**src/rtl/counter_cmd_arbiter_if.sv**
```systemverilog
// Bundle between the requesters/counter and counter_cmd_arbiter.
//
// Handshake: a requester raises req[i] together with cmd[i]/arg[i] and holds all
// three until it sees gnt[i]. gnt[i] is a one-cycle pulse, and cmd/arg have
// already been captured when it appears. The requester may drop req in the
// cycle after gnt. Completion comes later as a one-cycle done[i] pulse, with
// sat valid in that same cycle.
//
// Signals
//   req   [N_REQ]        request per requester
//   cmd   [2*N_REQ]      per requester: 00 NOP, 01 LOAD, 10 UP, 11 DOWN
//   arg   [WIDTH*N_REQ]  LOAD value or step count per requester
//   gnt   [N_REQ]        grant pulse
//   done  [N_REQ]        completion pulse to the owner
//   sat   1              command stopped early on High/Low (valid with done)
//   busy  1              arbiter not idle
//   cnt_load/cnt_in/cnt_up/cnt_down   controls to the shared counter
//   cnt_high/cnt_low                  status decodes from the shared counter
//
// Modports
//   slave  : the arbiter
//   master : the environment (requesters plus the counter itself)
interface counter_cmd_arbiter_if #(
  parameter int WIDTH = 5,
  parameter int N_REQ = 2
);
  logic [N_REQ-1:0]       req;
  logic [2*N_REQ-1:0]     cmd;
  logic [WIDTH*N_REQ-1:0] arg;
  logic [N_REQ-1:0]       gnt;
  logic [N_REQ-1:0]       done;
  logic                   sat;
  logic                   busy;
  logic                   cnt_load;
  logic [WIDTH-1:0]       cnt_in;
  logic                   cnt_up;
  logic                   cnt_down;
  logic                   cnt_high;
  logic                   cnt_low;

  modport slave (
    input  req, cmd, arg, cnt_high, cnt_low,
    output gnt, done, sat, busy, cnt_load, cnt_in, cnt_up, cnt_down
  );

  modport master (
    output req, cmd, arg, cnt_high, cnt_low,
    input  gnt, done, sat, busy, cnt_load, cnt_in, cnt_up, cnt_down
  );
endinterface

```
**src/rtl/counter_cmd_arbiter.sv**
```systemverilog
// Round-robin arbiter and sequencer that shares one registered Up/Down counter
// between N_REQ requesters. Each granted command (NOP, LOAD, UP n, DOWN n) is
// turned into counter control pulses, one per cycle. Completion, and early
// saturation at High/Low, are reported back to the owner.
//
// Ports
//   clk        rising-edge clock
//   rst_n      asynchronous active-low reset
//   bus        counter_cmd_arbiter_if.slave (requests, grants, counter controls)
//   dbg_state  current FSM state (0 IDLE, 1 EXEC, 2 DONE)
module counter_cmd_arbiter #(
  parameter int WIDTH = 5,
  parameter int N_REQ = 2
) (
  input  logic                   clk,
  input  logic                   rst_n,
  counter_cmd_arbiter_if.slave   bus,
  output logic [1:0]             dbg_state
);

  localparam int OW = (N_REQ > 1) ? $clog2(N_REQ) : 1;

  localparam logic [1:0] CMD_NOP  = 2'b00;
  localparam logic [1:0] CMD_LOAD = 2'b01;
  localparam logic [1:0] CMD_UP   = 2'b10;
  localparam logic [1:0] CMD_DOWN = 2'b11;

  typedef enum logic [1:0] {
    S_IDLE = 2'd0,
    S_EXEC = 2'd1,
    S_DONE = 2'd2
  } state_t;

  state_t           state_q, state_d;
  logic [OW-1:0]    owner_q, owner_d;
  logic [OW-1:0]    ptr_q, ptr_d;
  logic [1:0]       cmd_q, cmd_d;
  logic [WIDTH-1:0] arg_q, arg_d;
  logic [WIDTH-1:0] rem_q, rem_d;
  logic             sat_q, sat_d;
  logic [N_REQ-1:0] gnt_q, gnt_d;

  logic             found;
  logic [OW-1:0]    pick;
  logic [OW:0]      cand_sum;
  logic [OW-1:0]    cand;
  logic [1:0]       cmd_sel;
  logic [WIDTH-1:0] arg_sel;

  logic             load_c;
  logic [WIDTH-1:0] in_c;
  logic             up_c;
  logic             down_c;
  logic             saturated;
  logic             step_dir_up;

  always_ff @(posedge clk or negedge rst_n) begin
    if (!rst_n) begin
      state_q <= S_IDLE;
      owner_q <= '0;
      ptr_q   <= OW'(N_REQ - 1);
      cmd_q   <= CMD_NOP;
      arg_q   <= '0;
      rem_q   <= '0;
      sat_q   <= 1'b0;
      gnt_q   <= '0;
    end else begin
      state_q <= state_d;
      owner_q <= owner_d;
      ptr_q   <= ptr_d;
      cmd_q   <= cmd_d;
      arg_q   <= arg_d;
      rem_q   <= rem_d;
      sat_q   <= sat_d;
      gnt_q   <= gnt_d;
    end
  end

  always_comb begin
    state_d  = state_q;
    owner_d  = owner_q;
    ptr_d    = ptr_q;
    cmd_d    = cmd_q;
    arg_d    = arg_q;
    rem_d    = rem_q;
    sat_d    = sat_q;
    gnt_d    = '0;
    load_c   = 1'b0;
    in_c     = '0;
    up_c     = 1'b0;
    down_c   = 1'b0;
    found    = 1'b0;
    pick     = '0;
    cand_sum = '0;
    cand     = '0;
    cmd_sel  = CMD_NOP;
    arg_sel  = '0;

    // Rotating search starting just after the last owner. ptr < N_REQ and
    // k <= N_REQ, so a single subtraction wraps the candidate index.
    for (int k = 1; k <= N_REQ; k++) begin
      cand_sum = {1'b0, ptr_q} + (OW+1)'(k);
      if (cand_sum >= (OW+1)'(N_REQ)) begin
        cand_sum = cand_sum - (OW+1)'(N_REQ);
      end
      cand = cand_sum[OW-1:0];
      if (!found && bus.req[cand]) begin
        found = 1'b1;
        pick  = cand;
      end
    end

    for (int i = 0; i < N_REQ; i++) begin
      if (pick == OW'(i)) begin
        cmd_sel = bus.cmd[2*i +: 2];
        arg_sel = bus.arg[WIDTH*i +: WIDTH];
      end
    end

    // UP stops at High and DOWN stops at Low. The check comes before each
    // pulse, so the counter never wraps.
    step_dir_up = (cmd_q == CMD_UP);
    saturated   = step_dir_up ? bus.cnt_high : bus.cnt_low;

    unique case (state_q)
      S_IDLE: begin
        if (found) begin
          owner_d = pick;
          cmd_d   = cmd_sel;
          arg_d   = arg_sel;
          rem_d   = arg_sel;
          sat_d   = 1'b0;
          for (int i = 0; i < N_REQ; i++) begin
            gnt_d[i] = (pick == OW'(i));
          end
          state_d = S_EXEC;
        end
      end
      S_EXEC: begin
        if (cmd_q == CMD_NOP) begin
          state_d = S_DONE;
        end else if (cmd_q == CMD_LOAD) begin
          load_c  = 1'b1;
          in_c    = arg_q;
          state_d = S_DONE;
        end else if (rem_q == '0) begin
          state_d = S_DONE;
        end else if (saturated) begin
          sat_d   = 1'b1;
          state_d = S_DONE;
        end else begin
          up_c   = step_dir_up;
          down_c = !step_dir_up;
          rem_d  = rem_q - 1'b1;
        end
      end
      S_DONE: begin
        ptr_d   = owner_q;
        state_d = S_IDLE;
      end
      default: begin
        state_d = S_IDLE;
      end
    endcase
  end

  always_comb begin
    for (int i = 0; i < N_REQ; i++) begin
      bus.done[i] = (state_q == S_DONE) && (owner_q == OW'(i));
    end
  end

  assign bus.gnt      = gnt_q;
  assign bus.sat      = (state_q == S_DONE) && sat_q;
  assign bus.busy     = (state_q != S_IDLE);
  assign bus.cnt_load = load_c;
  assign bus.cnt_in   = in_c;
  assign bus.cnt_up   = up_c;
  assign bus.cnt_down = down_c;
  assign dbg_state    = state_q;

endmodule

```
**src/flat_wrapper.sv**
```systemverilog
// flat-port wrapper written by rule: the top's interface ports become plain ports
module counter_cmd_arbiter_flat 
#(
  parameter int WIDTH = 5,
  parameter int N_REQ = 2
)
  (clk, rst_n, dbg_state, bus_req, bus_cmd, bus_arg, bus_cnt_high, bus_cnt_low, bus_gnt, bus_done, bus_sat, bus_busy, bus_cnt_load, bus_cnt_in, bus_cnt_up, bus_cnt_down);
  counter_cmd_arbiter_if #(.WIDTH(WIDTH), .N_REQ(N_REQ)) bus_i ();
  input  logic clk;
  input  logic rst_n;
  output logic [1:0] dbg_state;
  input wire logic [$bits(bus_i.req)-1:0] bus_req;
  input wire logic [$bits(bus_i.cmd)-1:0] bus_cmd;
  input wire logic [$bits(bus_i.arg)-1:0] bus_arg;
  input wire logic [$bits(bus_i.cnt_high)-1:0] bus_cnt_high;
  input wire logic [$bits(bus_i.cnt_low)-1:0] bus_cnt_low;
  output wire logic [$bits(bus_i.gnt)-1:0] bus_gnt;
  output wire logic [$bits(bus_i.done)-1:0] bus_done;
  output wire logic [$bits(bus_i.sat)-1:0] bus_sat;
  output wire logic [$bits(bus_i.busy)-1:0] bus_busy;
  output wire logic [$bits(bus_i.cnt_load)-1:0] bus_cnt_load;
  output wire logic [$bits(bus_i.cnt_in)-1:0] bus_cnt_in;
  output wire logic [$bits(bus_i.cnt_up)-1:0] bus_cnt_up;
  output wire logic [$bits(bus_i.cnt_down)-1:0] bus_cnt_down;
  assign bus_i.req = bus_req;
  assign bus_i.cmd = bus_cmd;
  assign bus_i.arg = bus_arg;
  assign bus_i.cnt_high = bus_cnt_high;
  assign bus_i.cnt_low = bus_cnt_low;
  assign bus_gnt = bus_i.gnt;
  assign bus_done = bus_i.done;
  assign bus_sat = bus_i.sat;
  assign bus_busy = bus_i.busy;
  assign bus_cnt_load = bus_i.cnt_load;
  assign bus_cnt_in = bus_i.cnt_in;
  assign bus_cnt_up = bus_i.cnt_up;
  assign bus_cnt_down = bus_i.cnt_down;
  counter_cmd_arbiter #(.WIDTH(WIDTH), .N_REQ(N_REQ)) u_core (.clk(clk), .rst_n(rst_n), .bus(bus_i), .dbg_state(dbg_state));
endmodule
```
**config.mk**
```make
export PLATFORM = sky130hd
export DESIGN_NAME = counter_cmd_arbiter_flat
export DESIGN_NICKNAME = d
export VERILOG_FILES = /design/src/rtl/counter_cmd_arbiter_if.sv /design/src/rtl/counter_cmd_arbiter.sv /design/src/flat_wrapper.sv
export SDC_FILE = /design/constraint.sdc
export NUM_CORES = 1
export LEC_CHECK = 0
export ABC_CLOCK_PERIOD_IN_PS = 2320
export BUFFER_PORTS_ARGS = -buffer_cell sky130_fd_sc_hd__buf_4
export CAP_MARGIN = 20
export CORE_ASPECT_RATIO = 1.4
export CORE_MARGIN = 4
export CORE_UTILIZATION = 30
export DETAILED_ROUTE_END_ITERATION = 8
export PLACE_DENSITY_LB_ADDON = 0.1
export SYNTH_ARGS = -nofsm -noshare
export SYNTH_HDL_FRONTEND = slang
export SYNTH_SLANG_ARGS = --single-unit
```
**constraint.sdc**
```tcl
create_clock -name clk -period 2.32 [get_ports clk]
set_clock_uncertainty 0.1 [all_clocks]
set_input_delay 0.232 -clock clk [delete_from_list [all_inputs] [get_ports clk]]
set_output_delay 0.232 -clock clk [all_outputs]
set_load 0.005 [all_outputs]
```
### Word-level counts from Yosys, hierarchy flattened

Index checks and enable logic that the tools add are counted.

* register bits after elaboration: 19
* latch bits: 0
* memory bits (writable): 0
* bits in read-only memories: 0
* output and inout bits: 16
* logic and storage cells: 94
* memories kept: 0

* add/sub/neg operators: 5
* multiply operators: 0
* divide/modulo/power cells: 0
* order comparisons: 4
* equality and inequality tests: 11
* shifts and indexed selects: 0
* multiplexer cells: 49
* bitwise logic cells: 2
* reductions and logical operators: 15

Operators with widths (number)
* $mux W5: 9
* $mux W1: 29
* $mux W2: 8
* $reduce_and A6 Y1: 2
* $pmux W5 S2: 1
* $ne A2 B2 Y1 const B: 4
* $logic_not A5 Y1: 1
* $ne A5 B1 Y1 const B: 1
* $sub A5 B1 Y5 const B: 1
* $eq A2 B1 Y1 const B: 2
* $eq A2 B2 Y1 const B: 2
* $ge A2 B2 Y1 const B: 2
* $logic_and A1 B1 Y1: 4
* $logic_not A2 Y1: 2
* $lt A1 B2 Y1 const B: 2
* $ne A2 B1 Y1 const B: 2
* $pmux W2 S2: 1
* $reduce_and A2 Y1: 2
* $reduce_bool A2 Y1: 2
* $add A1 B1 Y2 const B: 1
* $add A1 B2 Y2 const B: 1
* $logic_not A1 Y1: 2
* $not A1 Y1: 2
* $pmux W1 S2: 1
* $sub A1 B1 Y1 const B: 2

### Longest topological paths before layout

Gate-level depths: netlist of the first run.

* depth after elaboration: 12
* gate-level depth with buffers: 6
* depth with buffers taken out: 6

### Worst setup path before layout of the first run

No wires, ideal clock.

* path kind: flip-flop to flip-flop
* start: reg u_core.rem_q[0]
* end: reg u_core.rem_q[1]
* setup time: 79 ps
* arrival: 1581 ps
* data required time: 2141 ps
* path slack: 559 ps
* cell stages (with the launch flop): 7
* cell sequence: dfrtp_1 inv_1 ha_1 nor4b_2 a2111oi_4 a21o_4 mux2i_1

* cells in the longest elaborated chain, start to end: 6
* elaborated cells between the ends (all ways): 9

Ends and longest elaborated chain
* start: declaration: RTL line counter_cmd_arbiter.sv:39 `logic [WIDTH-1:0] rem_q, rem_d;`
* start signal: assignment: RTL line counter_cmd_arbiter.sv:73 `rem_q <= rem_d;`
* $sub A5 B1 Y5: RTL line counter_cmd_arbiter.sv:154 `rem_d = rem_q - 1'b1;`
* $mux W5: RTL line counter_cmd_arbiter.sv:148 `end else if (saturated) begin`
* $mux W5: RTL line counter_cmd_arbiter.sv:146 `end else if (rem_q == '0) begin`
* $mux W5: RTL line counter_cmd_arbiter.sv:142 `end else if (cmd_q == CMD_LOAD) begin`
* $mux W5: RTL line counter_cmd_arbiter.sv:140 `if (cmd_q == CMD_NOP) begin`
* $pmux W5 S2: RTL line counter_cmd_arbiter.sv:125 `unique case (state_q)`

Parallel ways exist; a longest one is shown, timed or not. The select of a mux whose other input is x is not followed.
A chain may end at the register's enable or synchronous reset.

### Final worst setup path of the first run

* start: reg u_core.rem_q[0]
* end: out bus_cnt_down

* cells in the longest elaborated chain, start to end: 5

Ends and longest elaborated chain
* $logic_not A5 Y1: RTL line counter_cmd_arbiter.sv:146
* $mux W1: RTL line counter_cmd_arbiter.sv:146
* $mux W1: RTL line counter_cmd_arbiter.sv:142
* $mux W1: RTL line counter_cmd_arbiter.sv:140
* $mux W1: RTL line counter_cmd_arbiter.sv:125
* end: declaration: RTL line flat_wrapper.sv:24 `output wire logic [$bits(bus_i.cnt_down)-1:0] bus_cnt_down;`

No other way between the ends.

==> summary.txt, run 1 <==
Clock tree
  • Clk Latency, worst-skew pair: around 0.25 ns
  • Clk root buf: clkbuf_8
  • Clk slew on worst S/H paths: 0.07 ns
  • Total CTS buffers: 3
  • # clock sinks: 19
  • CTS tree: done
  • H-Tree Depth: 1
  • CTS max path bufs: 2

Setup path
  • WP data required: 1.99 ns
  • Worst setup EP type: output port
  • Critical Setup Path Class: flop to output port
  • Critical-path cell list: inv_1 -> ha_1 -> nor4b_2 -> or3_1 -> nor3b_1 -> buf_4
  • Crit start category: flop
  • WP buf/inv: 2
  • Slowest cell on the critical path: dfrtp_1
  • Origin of the critical flop-to-flop path: u_core.rem_q[0]
  • Worst R2R Setup Slack: around 0.35 ns
  • R2r worst-path depth: 6
  • RR Endpoint: u_core.rem_q[1]
  • Critical path's top delay family: simple AND/OR/NAND/NOR gates
  • Crit path arrival time: 1.81 ns
  • Max stage delay on crit path: roughly 0.37 ns
  • CP Max Fanout: 4

Pwr
  • Sequential share of power: 37.9%
  • NetSw: 641.2 µW
  • Clock share of power: between 10% and 20%
  • Total Power: around 1.7 mW
  • Power per cell area: between 1000 and 1500 nW/µm²
  • Pleak: about 0.68 nW
  • Net Sw Frac: between 30 and 40%
  • Logic pwr share: between 40% and 50%
  • VDD IR max: 0.5027 mV
  • Internal power: ~1 mW

Place
  • Port-buffer cells: 35
  • HPWL Detailed: 1.997 mm
  • Gp weighted congestion: between 0.7 and 0.8
  • Cells after DPL: 177

Global route
  • Vias in the first global route: 906
  • Initial antenna violation count: 0
  • First-pass GRT wire length: between 4 and 5 mm
  • GR Util All Layers: ~12%
  • Pin count of the biggest net entering global routing: 20
  • GRT overflow: 0

Timing
  • Worst slew pin tran: ~0.45 ns
  • Post-layout min period: around 2.1 ns
  • Setup TNS: 0 ns
  • RSZ-0062 raised after global routing: no
  • Final setup fails: 0
  • Relative slew margins: between 70 and 80%
  • Final-report hold violation count: 0
  • Final period util: around 92%
  • Fmax: approximately 470 MHz
  • Pins Over Slew Limit: 0

Synth
  • FF+latch count, synth: 19
  • Warnings, synthesis: 0
  • Mean area per synthesized cell: 10.22 µm²
  • Syn Nets: approximately 120
  • Synthesized instance count: roughly 100
  • Synthesized area: about 1100 µm²
  • Post-synthesis cell type count: 33
  • Sequential area share after synthesis: around 45%

Route
  • First-pass DRT Iterations: 2
  • Initial DRC Count: 15
  • Routed Antenna Nets: 0
  • Drt wl/cell: 14.11 µm
  • Vias per cell: ~5
  • Number of remaining DRC errors: 0
  • Via Count: around 900
  • WL final: around 2.6 mm

Final layout
  • Layout cells sized above 1: 36.62%
  • Commonest non-fill, non-tap cell in the layout: buf_4
  • Nets@finish: between 150 and 200
  • Layout Cells excl Fill: between 150 and 200
  • Commonest non-fill, non-tap cells in the layout: buf_4 (37), dfrtp_1 (18), nand2_1 (9), and2_1 (8), nor2_1 (8)
  • Area Growth Syn to Fin: 35.43%
  • Ant diodes: 0
  • Final core utilization: between 40% and 50%

Floorplan
  • Area of the core: roughly 3400 µm²
  • Die area: about 4500 µm²
  • Number of I/O pins: 36
  • Initial core utilization: 31.15%
  • Row cnt: 25
  • Die width: between 50 and 60 µm
  • Die height: 78.08 µm

Worst hold path
  • Hold depth: 3
  • Hold Path Class: input port to flop
  • HP Start: bus_cmd[1]
  • Hold Crit Endpoint: u_core.cmd_q[1]

Job
  • Max-cap violations: 0

Outcome
  • Status: finished clean
-- kinds of logic (layout without fill, tap and decap cells) --
logic type / Yosys count / count (layout) / share of synthesized area, %
multiplexers: 9 / 9 / 8.918
adder cells (fa/ha/maj): 1 / 1 / 1.189
flip-flops: 19 / 19 / 45.30
AO/OA/AOI/OAI: 24 / 24 / 19.97
AND/OR/NAND/NOR: 42 / 42 / 21.64
buffers and inverters: 8 / 47 / 2.973
-- tightest hold or removal path, delay by kind of cell --
kind,cells,cell delay [ns]
buffers and inverters,1,0.07
AOI/OAI and AO/OA,1,0.13
muxes,1,0.05
-- power groups by stage --
| stage | Combinational, mW | Sequential (mW) | Clock (mW) |
|---|---|---|---|
| 6_report | 0.800 | 0.628 | 0.229 |
| 3_5_place_dp | 0.815 | 0.633 | 0 |
| 5_1_grt | 0.899 | 0.654 | 0.258 |
| 3_3_place_gp | 0.797 | 0.630 | 0 |
| 2_1_floorplan | 0.551 | 0.606 | 0 |
| 4_1_cts | 0.818 | 0.627 | 0.241 |
-- flip-flops by register name (all words and copies together), names as in the netlist --
register          flops
u_core.sat_q          1
u_core.dbg_state      2
u_core.owner_q        1
u_core.bus.gnt        2
u_core.cmd_q          2
u_core.rem_q          5
u_core.arg_q          5
u_core.ptr_q          1
-- final cells by class --
cell class / count / area, µm²
Sequential cell: 19 / 476.7
Inverter: 5 / 18.77
Fill cell: 356 / 1953
Clock buffer: 4 / 45.04
Tap cell: 40 / 50.05
Timing Repair Buffer: 38 / 287.8
Multi-Input combinational cell: 76 / 546.8
-- timing repair --
action / 4_1_cts / 5_1_grt
buffers inserted: 0 / 0
hold buffers: 1 / 0
endpoints found under the hold margin: 18 / 0
setup endpoints to repair: 0 / 5
gates resized for setup: 0 / 1
-- stage by stage --
stage          hold slack [ns]  instance area (µm²)  setup WS, ns
2_1_floorplan          -0.1636                 1052        0.5594
3_3_place_gp           0.02639                 1368        0.4047
3_5_place_dp           0.02851                 1368        0.3691
4_1_cts                 0.1619                 1423       0.08755
5_1_grt                 0.1814                 1425       0.05096
6_report                0.1639                 1425        0.1760
-- cell usage after synthesis --
cell type / number / share of area, %
and3b_1: 1 / 0.83
a221oi_2: 1 / 1.4
or3_1: 1 / 0.59
a21o_4: 1 / 1.4
a211oi_2: 2 / 2.4
a21o_1: 2 / 1.4
nor3_1: 3 / 1.4
dfrtp_1: 18 / 43
nor3b_1: 1 / 0.71
a21oi_1: 1 / 0.48
ha_1: 1 / 1.2
nand3_1: 2 / 0.95
nor4b_2: 1 / 1.4
inv_1: 5 / 1.8
o221ai_2: 1 / 1.4
a211oi_1: 4 / 2.9
nor2b_1: 4 / 2.4
dfstp_2: 1 / 2.5
o21ai_1: 1 / 0.48
a21boi_0: 1 / 0.71
mux2i_1: 6 / 5.7
nand3b_1: 1 / 0.71
and2_1: 8 / 4.8
nand2_1: 9 / 3.2
a2111oi_4: 1 / 2.6
o21ai_0: 7 / 3.3
buf_2: 1 / 0.48
o21a_1: 2 / 1.4
mux2_2: 3 / 3.2
and3_1: 2 / 1.2
nor2_1: 8 / 2.9
nand2b_1: 1 / 0.59
clkbuf_1: 2 / 0.71
-- per-layer routing --
metal / track usage (%) / share of wire, % / up-vias
met5: 0 / 0 / -
met4: 4.176 / 0.74 / 0
met3: 2.138 / 4.7 / 2
met2: 22.29 / 55 / 21
met1: 14.12 / 40 / 433
li1: - / - / 439
-- worst max-delay path by stage --
stage | end | slack, ns | startpoint | cells after the start
floorplan | u_core.rem_q[1] | 0.56 | u_core.rem_q[0] | 6
finish | bus_cnt_down | 0.18 | u_core.rem_q[0] | 6
global route | bus_cnt_down | 0.05 | u_core.rem_q[0] | 6
global placement | u_core.rem_q[1] | 0.40 | u_core.rem_q[0] | 6
detailed placement | u_core.rem_q[1] | 0.37 | u_core.rem_q[0] | 6
CTS | bus_cnt_in[3] | 0.09 | u_core.dbg_state[0] | 4
No activity file was read; power rests on OpenSTA's default activity.
==> run 2, diff against run 1 <==
--- a/config.mk
+++ b/config.mk
@@ -9,10 +9,10 @@
 export BUFFER_PORTS_ARGS = -buffer_cell sky130_fd_sc_hd__buf_4
 export CAP_MARGIN = 20
 export CORE_ASPECT_RATIO = 1.4
-export CORE_MARGIN = 4
 export CORE_UTILIZATION = 30
 export DETAILED_ROUTE_END_ITERATION = 8
 export PLACE_DENSITY_LB_ADDON = 0.1
+export SETUP_SLACK_MARGIN = 0.3
 export SYNTH_ARGS = -nofsm -noshare
 export SYNTH_HDL_FRONTEND = slang
 export SYNTH_SLANG_ARGS = --single-unit
==> run 2 against run 1 <==
  * Sequential cell count unchanged
  * Die area down 17%
  * Final cell count up 2.2%
  * Maximum frequency up 9.8%
  * First-iteration DRC count down 67%
  * Core utilization up 2.2 points
  * Non-clock buffer count up 4
  * Global-route usage up 2.7 points
  * Total power up 7.0%
  * Sequential power up 3%
  * Largest cell class unchanged
==> summary.txt, run 2 (synthesis results as in run 1) <==
Route
  • Drt wl/cell: 13.84 µm (-1.9%)
  • WL final: 2.575 mm (+0.27%)
  • Vias per cell: 4.930 (+0.25%)
  • Routed Antenna Nets: 0 (unchanged)
  • Number of remaining DRC errors: 0 (unchanged)
  • First-pass DRT Iterations: 3 (+1)
  • Via Count: 917 (+2.5%)
  • Initial DRC Count: 5 (-10)

Final layout
  • Final instance area: 1486 µm² (+4.3%)
  • Biggest regs: u_core.arg_q (5), u_core.rem_q (5)
  • Area Growth Syn to Fin: 41.26%
  • Ant diodes: 0 (unchanged)
  • Nets@finish: 168 (+2.4%)
  • Commonest non-fill, non-tap cell in the layout: buf_4
  • Layout cells sized above 1: 41.78% (+5.2 points)
  • Commonest non-fill, non-tap cells in the layout: buf_4 (41), dfrtp_1 (18), nand2_1 (9), and2_1 (8), nor2_1 (8)

Timing
  • Final setup fails: 0 (unchanged)
  • Pins Over Slew Limit: 0 (unchanged)
  • Final-report hold violation count: 0 (unchanged)
  • Relative slew margins: 58.60% (-11 points)
  • Worst slew pin tran: 0.6169 ns (+0.1673 ns)
  • Fmax: 512.1 MHz (+9.8%)
  • Setup TNS: 0 ns (unchanged)
  • Final period util: 84.17% (-8.2 points)
  • Post-layout min period: 1.953 ns (-0.1913 ns)
  • RSZ-0062 raised after global routing: yes

Clock tree
  • Total CTS buffers: 3 (unchanged)
  • # clock sinks: 19 (unchanged)
  • H-Tree Depth: 1 (unchanged)
  • Clk root buf: clkbuf_8
  • Clk slew on worst S/H paths: 0.07 ns (about the same)
  • CTS max path bufs: 2 (unchanged)
  • Clk Latency, worst-skew pair: 0.25 ns (about the same)
  • CTS tree: done

Floorplan
  • Initial core utilization: 31.44% (+0.29 points)
  • Area of the core: 3347 µm² (-0.93%)
  • Die width: 52.06 µm (-10%)
  • Number of I/O pins: 36 (unchanged)
  • Row cnt: 25 (unchanged)
  • Die area: 3752 µm² (-17%)
  • Die height: 72.08 µm (-7.7%)

Global route
  • GRT overflow: 0 (unchanged)
  • Vias in the first global route: 950 (+4.9%)
  • Most Crowded Layer GR: met2
  • Grt met1 use: 17.09% (+3.0 points)
  • Global Route met2 Usage: 26.35% (+4.1 points)
  • GR Util met3: 2.306% (+0.17 points)
  • Initial antenna violation count: 0 (unchanged)
  • First-pass GRT wire length: 4.119 mm (-4.8%)
  • Pin count of the biggest net entering global routing: 20 (unchanged)
  • GR Util All Layers: 15.00% (+2.7 points)

Worst hold path
  • Hold Path Class: input port to flop

Place
  • HPWL Detailed: 1.994 mm (-0.17%)
  • Dpl cell area: 1383 µm² (+1.1%)
  • Gp weighted congestion: 0.8285 (+12%)
  • Port-buffer cells: 35 (unchanged)

Setup path
  • WP data required: 1.99 ns (about the same)
  • Critical Setup Path Class: flop to output port
  • CP Max Fanout: 4 (unchanged)
  • Crit path arrival time: 1.62 ns (-0.19 ns)
  • Crit start category: flop
  • Worst setup EP type: output port

Outcome
  • Status: finished clean

Pwr
  • Pleak: 0.7034 nW (+3.4%)
  • VDD IR max: 0.4902 mV (-2.5%)
  • Power per cell area: 1192 nW/µm² (+2.6%)

Job
  • Max-cap violations: 0 (unchanged)
[run 2: cell types whose count changed in the layout (fill, tap and decap cells not counted), sizes merged]
| cell | delta |
|---|---|
| buf | +4 |
[run 2: critical path: stages, from the launching register on]
cell and delay [ns]:
dfrtp_1 0.37, inv_2 0.07, ha_4 0.17, nor4b_4 0.14
or3_4 0.35, nor3_1 0.14, buf_4 0.14
[run 2: timing repair]
item,CTS,global route
setup buffers,1,1
hold endpoints to repair,18,0
resized for setup,3,5
endpoints found under the setup margin,2,2
hold buffers,1,0
[run 2: final timing paths]
kind,from,to,slack (ns),cells after the start
setup / recovery,u_core.rem_q[0],bus_cnt_up,0.37,6
hold / removal,bus_cmd[0],u_core.cmd_q[0],0.18,3
setup reg to reg,u_core.rem_q[0],u_core.rem_q[1],0.53,6
hold reg to reg,u_core.arg_q[3],u_core.arg_q[3],0.37,2
max in group asynchronous,rst_n,u_core.ptr_q,1.56,2
min in group asynchronous,rst_n,u_core.rem_q[3],0.30,2
[run 2: metal layers]
layer	share of wire [%]	up-vias
met5	0	-
met1	40	439
met4	1.6	0
li1	-	451
met2	54	23
met3	3.8	4
[run 2: cell type report]
| cell class | count | area [µm²] |
|---|---|---|
| Fill cell | 326 | 1861 |
| Inverter | 5 | 18.77 |
| Timing Repair Buffer | 42 | 317.8 |
| Multi-Input combinational cell | 76 | 578.1 |
| Sequential cell | 19 | 476.7 |
| Clock buffer | 4 | 45.04 |
| Tap cell | 40 | 50.05 |
[run 2: through the flow]
stage	hold WS (ns)	utilization (%)	instances	total power [mW]	setup slack, ns
after global routing	0.2034	44.41	186	1.923	0.2734
after global placement	0.02497	41.31	179	1.458	0.4658
after CTS	0.1851	43.55	185	1.729	0.3110
after detailed placement	0.02589	41.31	179	1.468	0.4448
final	0.1819	44.41	186	1.772	0.3673
after floorplan	-0.1636	-	103	1.157	0.5594
[run 2: where the power goes]
group,total (mW),internal [mW],switching (mW)
Combinational,0.899,0.461,0.439
Clock,0.229,0.122,0.107
Sequential,0.644,0.499,0.144
